### src/rtl/gb_line_burst_writer.sv
// Game Boy pixel stream to frame-buffer burst writer: FWFT pixel FIFO, two-entry
// line segment tracker and a request/ack/pull burst FSM in the hClk domain.
//
// state | meaning
// IDLE  | no burst in flight; evaluates the head segment for the next burst
// REQ   | memReq high, memAddr/memLen held until memAck
// DATA  | controller pulls memLen words from the FIFO head
module gb_line_burst_writer #(
  parameter int BURST_LEN  = 16,
  parameter int FIFO_DEPTH = 64,
  parameter int ADDR_W     = 23
) (
  input  logic                        hClk,
  input  logic                        reset,
  input  logic                        hGBNewLine,
  input  logic [ADDR_W-1:0]           hGBAddress,
  input  logic                        hGBWrite,
  input  logic [15:0]                 hGBData,
  output logic                        memReq,
  output logic [ADDR_W-1:0]           memAddr,
  output logic [5:0]                  memLen,
  input  logic                        memAck,
  input  logic                        memDataRd,
  output logic [15:0]                 memData,
  output logic [$clog2(FIFO_DEPTH):0] fifoLevel,
  output logic                        overflow,
  output logic                        busy
);

  localparam int PTR_W = $clog2(FIFO_DEPTH);
  localparam int LVL_W = PTR_W + 1;
  localparam logic [LVL_W-1:0] BURST_CNT = LVL_W'(BURST_LEN);
  localparam logic [LVL_W-1:0] DEPTH_CNT = LVL_W'(FIFO_DEPTH);

  typedef enum logic [1:0] {IDLE, REQ, DATA} stateT;
  typedef enum logic [1:0] {SEG_NONE, SEG_CUR, SEG_NXT, SEG_DROP} openT;

  stateT             state;
  openT              openSeg;
  logic              inNewLine, inWrite;
  logic [ADDR_W-1:0] inAddr;
  logic [15:0]       inData;
  logic              curValid, curClosed, nxtValid, nxtClosed;
  logic [ADDR_W-1:0] curBase, nxtBase;
  logic [LVL_W-1:0]  curCount, nxtCount;
  logic [15:0]       fifoMem [FIFO_DEPTH];
  logic [PTR_W-1:0]  wrPtr, rdPtr;
  logic [5:0]        popCnt;

  logic             fifoFull, curFree, openNew, openToCur, openToNxt, openDrop;
  logic             toCur, toNxt, push, pop, closeCur, closeNxt, promote, issue;
  logic [5:0]       issueLen;
  logic [LVL_W-1:0] incCur, incNxt, decCur;

  always_comb begin
    fifoFull  = fifoLevel == DEPTH_CNT;
    curFree   = !curValid || (curClosed && curCount == '0);
    openNew   = inWrite && openSeg == SEG_NONE;
    openToCur = openNew && curFree && !nxtValid;
    openToNxt = openNew && !curFree && !nxtValid;
    openDrop  = openNew && nxtValid;
    toCur     = inWrite && (openSeg == SEG_CUR || openToCur);
    toNxt     = inWrite && (openSeg == SEG_NXT || openToNxt);
    push      = (toCur || toNxt) && !fifoFull;
    pop       = state == DATA && memDataRd && fifoLevel != '0;
    closeCur  = inNewLine && (openSeg == SEG_CUR || openToCur);
    closeNxt  = inNewLine && (openSeg == SEG_NXT || openToNxt);
    promote   = state == IDLE && curValid && curClosed && curCount == '0 && nxtValid;
    issue     = state == IDLE && curValid &&
                (curCount >= BURST_CNT || (curClosed && curCount != '0));
    issueLen  = (curCount >= BURST_CNT) ? 6'(BURST_LEN) : 6'(curCount);
    incCur    = LVL_W'(push && toCur);
    incNxt    = LVL_W'(push && toNxt);
    decCur    = issue ? LVL_W'(issueLen) : '0;
  end

  assign memData = (state == DATA) ? fifoMem[rdPtr] : '0;
  assign busy    = state != IDLE || fifoLevel != '0;

  always_ff @(posedge hClk) begin
    if (push) fifoMem[wrPtr] <= inData;
  end

  // Inputs are registered once so segment decisions see a whole, aligned pixel event.
  always_ff @(posedge hClk) begin
    if (reset) begin
      inNewLine <= 1'b0;
      inWrite   <= 1'b0;
      inAddr    <= '0;
      inData    <= '0;
      wrPtr     <= '0;
      rdPtr     <= '0;
      fifoLevel <= '0;
      overflow  <= 1'b0;
      openSeg   <= SEG_NONE;
      curValid  <= 1'b0;
      curClosed <= 1'b0;
      curBase   <= '0;
      curCount  <= '0;
      nxtValid  <= 1'b0;
      nxtClosed <= 1'b0;
      nxtBase   <= '0;
      nxtCount  <= '0;
    end else begin
      inNewLine <= hGBNewLine;
      inWrite   <= hGBWrite;
      inAddr    <= hGBAddress;
      inData    <= hGBData;

      if (push) wrPtr <= wrPtr + 1'b1;
      if (pop)  rdPtr <= rdPtr + 1'b1;
      fifoLevel <= fifoLevel + LVL_W'(push) - LVL_W'(pop);
      if (openDrop || ((toCur || toNxt) && fifoFull)) overflow <= 1'b1;

      if (inNewLine)                          openSeg <= SEG_NONE;
      else if (openToCur)                     openSeg <= SEG_CUR;
      else if (openToNxt)                     openSeg <= SEG_NXT;
      else if (openDrop)                      openSeg <= SEG_DROP;
      else if (promote && openSeg == SEG_NXT) openSeg <= SEG_CUR;

      if (openToCur) begin
        curValid  <= 1'b1;
        curClosed <= inNewLine;
        curBase   <= inAddr;
        curCount  <= incCur;
      end else if (promote) begin
        curValid  <= 1'b1;
        curClosed <= nxtClosed || closeNxt;
        curBase   <= nxtBase;
        curCount  <= nxtCount + incNxt;
      end else begin
        curClosed <= curClosed || closeCur;
        curCount  <= curCount + incCur - decCur;
        if (issue) curBase <= curBase + ADDR_W'(issueLen);
      end

      if (promote) begin
        nxtValid  <= 1'b0;
        nxtClosed <= 1'b0;
        nxtBase   <= '0;
        nxtCount  <= '0;
      end else if (openToNxt) begin
        nxtValid  <= 1'b1;
        nxtClosed <= inNewLine;
        nxtBase   <= inAddr;
        nxtCount  <= incNxt;
      end else begin
        nxtClosed <= nxtClosed || closeNxt;
        nxtCount  <= nxtCount + incNxt;
      end
    end
  end

  always_ff @(posedge hClk) begin
    if (reset) begin
      state   <= IDLE;
      memReq  <= 1'b0;
      memAddr <= '0;
      memLen  <= '0;
      popCnt  <= '0;
    end else begin
      case (state)
        IDLE: begin
          if (issue) begin
            memAddr <= curBase;
            memLen  <= issueLen;
            memReq  <= 1'b1;
            popCnt  <= '0;
            state   <= REQ;
          end
        end
        REQ: begin
          if (memAck) begin
            memReq <= 1'b0;
            state  <= DATA;
          end
        end
        DATA: begin
          if (pop) begin
            popCnt <= popCnt + 6'd1;
            if (popCnt + 6'd1 == memLen) state <= IDLE;
          end
        end
        default: state <= IDLE;
      endcase
    end
  end

endmodule

### config.mk
export PLATFORM = sky130hd
export DESIGN_NAME = gb_line_burst_writer
export DESIGN_NICKNAME = d
export VERILOG_FILES = /design/src/rtl/gb_line_burst_writer.sv
export SDC_FILE = /design/constraint.sdc
export NUM_CORES = 1
export LEC_CHECK = 0
export CORE_ASPECT_RATIO = 2
export CORE_UTILIZATION = 60
export CTS_BUF_LIST = sky130_fd_sc_hd__clkbuf_4 sky130_fd_sc_hd__clkbuf_8 sky130_fd_sc_hd__clkbuf_16
export CTS_CLUSTER_DIAMETER = 100
export DETAILED_ROUTE_END_ITERATION = 10
export GPL_ROUTABILITY_DRIVEN = 1
export PLACE_DENSITY_LB_ADDON = 0.08
export SKIP_CTS_REPAIR_TIMING = 1
export SLEW_MARGIN = 20
export SYNTH_ARGS = -nofsm -noshare
export SYNTH_HDL_FRONTEND = slang
export SYNTH_SLANG_ARGS = --single-unit
export TNS_END_PERCENT = 1
### constraint.sdc
create_clock -name hClk -period 4.05 [get_ports hClk]
set_clock_uncertainty 0.05 [all_clocks]
set_input_delay 1.0125 -clock hClk [delete_from_list [all_inputs] [get_ports hClk]]
set_output_delay 1.0125 -clock hClk [all_outputs]
set_load 0.005 [all_outputs]
; After elaboration in Yosys (flattened, before gate mapping)
; Memories as Yosys holds them, arrays and structs flattened. A register that Yosys moved wholly into a read port is not among the register bits.
; Cells that the tools add are included.
[op_classes]
n_reduce_logical = 58
n_mux = 33
n_eq_ne = 10
addsub = 9
n_lt_le_gt_ge = 1
[ops]
columns = operator, n
row1 = 23-bit two-way mux, 3
row2 = 6-bit two-way mux, 6
row3 = 1-bit logical AND, 24
row4 = 23-bit by 6-bit adder with 23-bit output, 1
row5 = 7-bit by 1-bit adder with 7-bit output, 3
row6 = "6-bit by 1-bit adder with 6-bit output, second input constant", 3
row7 = 16-bit two-way mux, 1
row8 = 2-bit two-way mux, 7
row9 = 7-bit nonzero test, 2
row10 = 1-bit two-way mux, 12
row11 = 6-bit one-hot mux with 2 select lines, 1
row12 = 1-bit logical OR, 9
row13 = 2-bit nonzero test, 4
row14 = "7-bit equality test, second input constant", 1
row15 = "7-bit by 5-bit >= comparator with 1-bit output, second input constant", 1
row16 = 7-bit zero test, 1
row17 = 7-bit two-way mux, 1
row18 = 7-bit by 1-bit subtractor with 7-bit output, 1
row19 = 7-bit by 6-bit subtractor with 7-bit output, 1
row20 = 6-bit equality test, 1
row21 = "2-bit inequality test, second input constant", 3
row22 = 2-bit one-hot mux with 3 select lines, 1
row23 = 3-bit AND reduction, 2
row24 = 3-bit nonzero test, 2
row25 = 11 further kinds, 20
[word_totals]
wordCells = 137
mem_count = 1
out_inout_bits = 55
inputBits = 45
mem_bits_rw = 1024
regBits = 165
[mem_list]
columns = name, depth, word_bits, read_ports, rd_clocked_by_memory_dff, write_ports, line_no
row1 = fifoMem, 64, 16, 1, 1, 1, 46  ; logic [15:0] fifoMem [FIFO_DEPTH];

; Depth between registers and ports, before layout
; Gate-level depths: netlist (run 1).
[logic_depth]
word_depth = 15
mapped_depth = 16
ltp_nobuf = 16

; Worst setup path before layout (run 1)
; No wires, ideal clock.
[synth_path]
path_kind = flip-flop to flip-flop
startpoint = register nxtValid
endpoint = register curCount[6]
path_stages_with_launch = 17
setup_time_ns = 0.086
setup_slack_ns = 0.590
synth_period_minus_slack_ns = 3.460
t_arrival_ns = 3.325
path_cell_list = dfxtp_1 buf_6 or4b_4 buf_6 nor2_4 buf_2 o21ai_0 ha_1 inv_1 ha_1 fa_1 a21o_1 a21oi_1 o21ai_0 xnor2_1 nor2_1 a211oi_1
[synth_between]
elab_chain_len = 10
word_cells_on_any_way = 17
[synth_rtl]
columns = item, line_no
row1 = from (decl), 43  ; logic curValid, curClosed, nxtValid, nxtClosed;
row2 = from (signal assigned), 100  ; nxtValid <= 1'b0;
row3 = from (signal assigned), 138  ; nxtValid <= 1'b0;
row4 = from (signal assigned), 143  ; nxtValid <= 1'b1;
row5 = 1-bit zero test, "59, 60"
row6 = 1-bit logical AND (on tied branches), "59, 60"
row7 = 1-bit logical OR (on tied branches), "62, 63"
row8 = 1-bit logical AND (on tied branches), "62, 63"
row9 = 1-bit logical OR, 64  ; push = (toCur || toNxt) && !fifoFull;
row10 = 1-bit logical AND, 64
row11 = 1-bit logical AND, 72  ; incCur = LVL_W'(push && toCur);
row12 = 7-bit by 1-bit adder with 7-bit output, 133  ; curCount <= curCount + incCur - decCur;
row13 = 7-bit by 6-bit subtractor with 7-bit output, 133
row14 = 7-bit two-way mux, 126  ; end else if (promote) begin
row15 = to (signal assigned), 125  ; curCount <= incCur;
row16 = to (signal assigned), 130  ; curCount <= nxtCount + incNxt;
row17 = to (signal assigned), 133
row18 = to (decl), 45  ; logic [LVL_W-1:0] curCount, nxtCount;
; Parallel ways exist; a longest one is shown, timed or not.
; A chain may end at the register's enable or synchronous reset.

==> run_results.csv, run 1 <==
group,metric,value,unit
logic_synthesis,ys_warn_count,0,
global_routing,grt_antenna_before_repair,0,
final_layout,syn2layout_area_growth,17.6,%
logic_synthesis,synth_edf_count,1024,
critical_path,worst-setup-path-type,"register to output port",
power,cellPowerDensity,441,nW/µm²
clocking,cts_htree_levels,3,
critical_path,crit_end,"memData[3]",
final_layout,fin_nets,3097,
timing,rsz0062_at_grt,"true",
global_routing,gr-total-overflow,0,
critical_path,path_max_fanout,14,
clocking,clk_latency,0.68,ns
logic_synthesis,avgSynthCellArea,17.7,µm²
route,totalWireLength,123000,µm
critical_path,ff2ff_setup_slack,0.34,ns
timing,drv_slew,0,
timing,hold_viol,0,
power,ir_drop,0.431,mV
timing,tightest_slew,1.08,ns
route,vias,26400,
floorplanning,io_pins,100,
critical_path,r2r_cells,13,
placed_design,placed_cells,3870,
logic_synthesis,ys_top_cells_by_area,"edfxtp_1 66%, mux4_2 12%, dfxtp_1 7.3%",
floorplanning,dieHeight,397,µm
logic_synthesis,synthTopCellsByCount,"1024 x edfxtp_1, 241 x mux4_2, 171 x dfxtp_1",
logic_synthesis,yosysTopAreaCellShare,65.9,%
global_routing,grt_pass1_vias,26700,
route,drtPass1Iterations,6,
global_routing,grt_pass1_wl,177000,µm
timing,fmax,0.234,GHz
run_status,violations,"setup timing",
clocking,cts_buffers,97,
critical_path,worstPathRequired,2.99,ns
route,drt-initial-drc-count,2299,
timing,finalCritPeriodShare,105,%
floorplanning,dieArea,79000,µm²
logic_synthesis,synth.ff_latch_count,1195,
power,power.leakage,17.8,nW
run_status,status,"finished with violations",
clocking,cts_tree,"done",
worst_hold_path,hold_class,"register to register",
timing,relSlewSlack,28.1,%
final_layout,layout-drive-gt1-share,27.8,%
power,p_total,24.2,mW
clocking,clockBufferDepth,3,
clocking,path_clk_slew,0.07,ns
logic_synthesis,synth-async-reset-ratio,0,%
job,maxCapViolations,0,
logic_synthesis,syn_inst,2637,
critical_path,cp_data_arrival_time,3.21,ns
logic_synthesis,netlist_area,46700,µm²
global_routing,grt_usage,31.8,%
floorplanning,num_rows,144,
logic_synthesis,synth_cell_type_count,78,
final_layout,register_area,34200,µm²
timing,period_needed,4.27,ns
route,drc_errors,0,
placed_design,globalplace.congestion,0.929,
final_layout,final_cells,4117,
floorplanning,die_w,199,µm
global_routing,grt_max_degree,65,
placed_design,hpwl,81400,µm
clocking,cts-root-buf,"clkbuf_16",
critical_path,cp-end-kind,"output port",
critical_path,r2r-end,"curBase[21]",
logic_synthesis,synth.largest_area_cell,"edfxtp_1",
floorplanning,initial_utilization,60.7,%
timing,final.setup.worst_slack,-0.221,ns
placed_design,port-buffer-count,99,
floorplanning,core,76900,µm²
logic_synthesis,yosysSeqAreaShare,73.2,%
route,viasPerCell,6.41,
critical_path,worstSetupStartpointType,"register",
logic_synthesis,syn-num-nets,2717,
timing,setup_violations,12,
critical_path,reg2reg_from,"curCount[5]",
final_layout,fillers,4815,
route,ant_nets,0,
logic_synthesis,yosysMostFrequentCell,"edfxtp_1",
clocking,cts_sinks,1195,
final_layout,multi_input_area,12300,µm²
logic_synthesis,synthFlopType,"edfxtp_1",
route,post_drt_wl_per_cell,29.8,µm
==> report_power, final <==
part | leakage, nW | internal (mW) | switching [mW] | total (mW)
Combinational | 5.51 | 0.598 | 0.823 | 1.42
Clock | 1.51 | 4.93 | 4.29 | 9.22
Sequential | 10.7 | 13.4 | 0.133 | 13.6
Total | 17.8 | 19.0 | 5.24 | 24.2
==> layout by cell type, fill, tap and decap left out, types with 14 or more instances in the layout <==
cell type	n
xor2_1	15
inv_1	27
mux2i_1	28
mux4_2	241
ha_1	32
dfxtp_2	18
clkbuf_16	103
clkbuf_4	21
nand3_1	22
edfxtp_1	1024
nand2_1	155
a21oi_1	106
clkdlybuf4s50_1	82
nor2b_1	66
o22ai_2	17
xnor2_1	21
buf_12	25
o22ai_1	44
a211oi_1	24
o211ai_1	16
buf_4	273
nor2_1	167
dfxtp_1	150
o21ai_0	50
clkinv_1	25
clkinv_2	14
==> stage by stage <==
| step | utilization [%] | TNS [ns] | setup WS [ns] | hold WS, ns | cell area (µm²) |
|---|---|---|---|---|---|
| floorplan | - | 0 | 0.590 | 0.381 | 46700 |
| global placement | 65.7 | -0.230 | -0.0882 | 0.363 | 50500 |
| detailed placement | 65.7 | -0.487 | -0.129 | 0.361 | 50500 |
| CTS | 69.6 | -11.78 | -0.888 | 0.378 | 53600 |
| global route | 71.4 | -2.40 | -0.294 | 0.396 | 54900 |
| finish | 71.4 | -1.42 | -0.221 | 0.377 | 54900 |
==> state kept, by name (all words and copies together), names as in the netlist, 2 cells and up, named ones only <==
name / cells
inAddr: 23
inData: 16
memLen: 6
memAddr: 23
nxtBase: 23
curCount: 7
state: 2
wrPtr: 6
openSeg: 2
nxtCount: 7
fifoLevel: 7
fifoMem: 1024
rdPtr: 6
curBase: 23
popCnt: 6
==> metal layers <==
layer / part of all wire, % / routed length (µm) / global-route usage (%)
met4: 5.1 / 6260 / 15.5
met1: 33 / 40900 / 36.3
met2: 55 / 67600 / 58.1
met5: 0 / 0 / 0
met3: 6.7 / 8180 / 3.95
==> layout make-up <==
cell class / instances / area share [%]
tap: 1022 / 2.33
clock buffer: 120 / 4.78
inverter: 28 / 0.191
sequential: 1195 / 62.3
multi-input combinational: 1274 / 22.4
clock inverter: 56 / 0.763
timing repair buffer: 421 / 7.27
antenna: 1 / 0.00456
==> kinds of logic after synthesis <==
logic type	share of synthesized area (%)
and+or+nand+nor	5.20
xor gates and xnor gates	0.675
adders and majority gates	0.986
buffers and inverters	1.64
AOI/OAI and AO/OA	5.68
muxes	12.6
DFF	73.2
==> critical path: stages (launching register included) <==
cell	delay (ns)
dfxtp_4	0.39
buf_12	0.16
buf_4	0.15
buf_16	0.15
buf_4	0.14
mux4_2	0.39
o22ai_4	0.11
a211oi_4	0.32
buf_4	0.17
a21oi_1	0.04
o211ai_1	0.33
clkbuf_2	0.18
==> how the worst min path moves through the flow <==
| stage | startpoint | to | slack, ns | cells after the start |
|---|---|---|---|---|
| final | inData[1] | fifoMem[42][1] | 0.38 | 0 |
| after global routing | inData[1] | fifoMem[42][1] | 0.40 | 0 |
| after CTS | inData[1] | fifoMem[42][1] | 0.38 | 0 |
| after detailed placement | inData[1] | fifoMem[42][1] | 0.36 | 0 |
| after global placement | inData[1] | fifoMem[42][1] | 0.36 | 0 |
| after floorplan | nxtClosed | nxtClosed | 0.38 | 2 |
Power figures use the tool's default switching activity.
==> run 2, diff against run 1 <==
CORE_UTILIZATION = 56   (was 60)
clock period = 3.45 ns   (was 4.05 ns; I/O delays follow)
==> run 2 against run 1 <==
Compared with the run above:
- the run ends with DRC, setup timing left
- wire length rose by 6.8%
- register-to-register slack worse by 0.50 ns
- clock-buffer cell count is 5 higher
- worst hold slack improved by 0.028 ns
- setup slack worse by 0.34 ns
- largest power group unchanged
- non-clock buffer count is 101 higher
- flip-flop and latch count unchanged
- die area rose by 7.1%
==> run_results.csv, run 2 (synthesis results as in run 1) <==
group,metric,value,unit
timing,drv_slew,0,
timing,period_needed,4.01,ns
critical_path,worstPathRequired,2.54,ns
global_routing,grt_pass1_vias,27800,
route,drt-initial-drc-count,2268,
floorplanning,dieArea,84600,µm²
global_routing,grt_pass1_wl,186000,µm
timing,setup_violations,17,
run_status,violations,"DRC, setup timing",
final_layout,antenna_cells,0,
placed_design,port-buffer-count,99,
timing,tightest_slew,1.10,ns
clocking,cts_buffers,98,
timing,hold_viol,0,
floorplanning,initial_utilization,56.5,%
timing,final.setup.worst_slack,-0.564,ns
clocking,cts_sinks,1195,
clocking,clockBufferDepth,3,
floorplanning,core,82600,µm²
critical_path,cp-end-kind,"output port",
timing,relSlewSlack,26.6,%
global_routing,gr-total-overflow,0,
global_routing,use_met3,4.42,%
critical_path,worstSetupStartpointType,"register",
final_layout,register_area,34200,µm²
power,p_total,29.5,mW
clocking,cts-root-buf,"clkbuf_16",
route,post_drt_wl_per_cell,30.8,µm
final_layout,fillers,5444,
floorplanning,dieHeight,410,µm
global_routing,grt_max_degree,65,
final_layout,layout_commonest_cell,"edfxtp_1",
placed_design,placed_area,51600,µm²
final_layout,fin_nets,3199,
route,drtPass1Iterations,9,
placed_design,hpwl,88500,µm
job,maxCapViolations,0,
final_layout,final_cell_mix,"1024 x edfxtp_1, 340 x buf_4, 241 x mux4_2",
placed_design,placed_cells,3999,
final_layout,syn2layout_area_growth,20.9,%
global_routing,grt_antenna_before_repair,1,
route,viasPerCell,6.32,
final_layout,final_design_area_no_fill,56400,µm²
timing,fmax,0.249,GHz
placed_design,pre_cts_ws,-0.532,ns
placed_design,globalplace.congestion,0.998,
route,ant_nets,0,
clocking,clk_latency,0.70,ns
final_layout,largest_reg_flops,1024,
route,totalWireLength,131000,µm
timing,whs,0.405,ns
critical_path,cp_data_arrival_time,3.10,ns
power,power.leakage,18.5,nW
global_routing,grtUsageMet2,56.5,%
run_status,status,"finished with violations",
critical_path,worst-setup-path-type,"register to output port",
clocking,cts_tree,"done",
floorplanning,die_w,206,µm
clocking,path_clk_slew,0.07,ns
route,drc_errors,9,
floorplanning,num_rows,149,
global_routing,grt_usage,31.4,%
final_layout,layout-drive-gt1-share,31.2,%
final_layout,final_cells,4258,
floorplanning,io_pins,100,
timing,finalCritPeriodShare,116,%
global_routing,met1_usage,33.7,%
clocking,cts_htree_levels,3,
final_layout,top_register,"fifoMem",
worst_hold_path,hold_class,"register to register",
final_layout,multi_input_area,12400,µm²
power,cellPowerDensity,522,nW/µm²
timing,rsz0062_at_grt,"true",
global_routing,gr-max-usage-layer,"met2",
route,vias,26900,
power,ir_drop,0.450,mV
critical_path,path_max_fanout,10,
-- run 2: worst max-delay path, cell delays in order (launching register included) --
cell and delay, ns:
dfxtp_4 0.44, buf_12 0.15, buf_4 0.13, buf_16 0.13
buf_4 0.11, mux4_2 0.54, o22ai_4 0.22, buf_4 0.14
a32oi_1 0.12, a22o_1 0.26, dlymetal6s2s_1 0.16
-- run 2: final cells by class --
class / count / share of cell area [%]
inverters: 28 / 0.186
clock buffers: 125 / 4.79
flip-flops and latches: 1195 / 60.6
multi-input cells: 1274 / 22.0
repair buffers: 522 / 8.98
clock inverters: 57 / 1.15
well taps: 1057 / 2.34
-- run 2: worst paths after layout --
| check | startpoint | end | slack [ns] | cells after the start |
|---|---|---|---|---|
| worst max-delay path | register | memData[14] | -0.56 | 10 |
| worst min register to register | inAddr[17] | nxtBase[17] | 0.40 | 2 |
| worst min-delay path | inAddr[17] | nxtBase[17] | 0.40 | 2 |
| worst max register to register | fifoLevel[4] | fifoLevel[6] | -0.16 | 17 |
-- run 2: where the power goes --
part / total, mW / internal, mW / switching [mW] / leakage, nW
clock: 11.7 / 6.49 / 5.18 / 1.65
sequential: 16.0 / 15.8 / 0.210 / 10.7
combinational: 1.83 / 0.822 / 1.01 / 6.07
-- run 2: metrics by stage --
| stage | setup TNS, ns | utilization (%) |
|---|---|---|
| floorplan | 0 | - |
| global placement | -4.00 | 62.4 |
| detailed placement | -4.26 | 62.4 |
| CTS | -16.61 | 66.5 |
| global route | -9.05 | 68.3 |
| finish | -7.88 | 68.3 |
-- run 2: routing by layer --
layer | up-vias | part of all wire [%]
li1 | 11500 | -
met3 | 365 | 5.9
met2 | 1210 | 54
met4 | 2 | 7.9
met1 | 13900 | 33
met5 | - | 0.0053
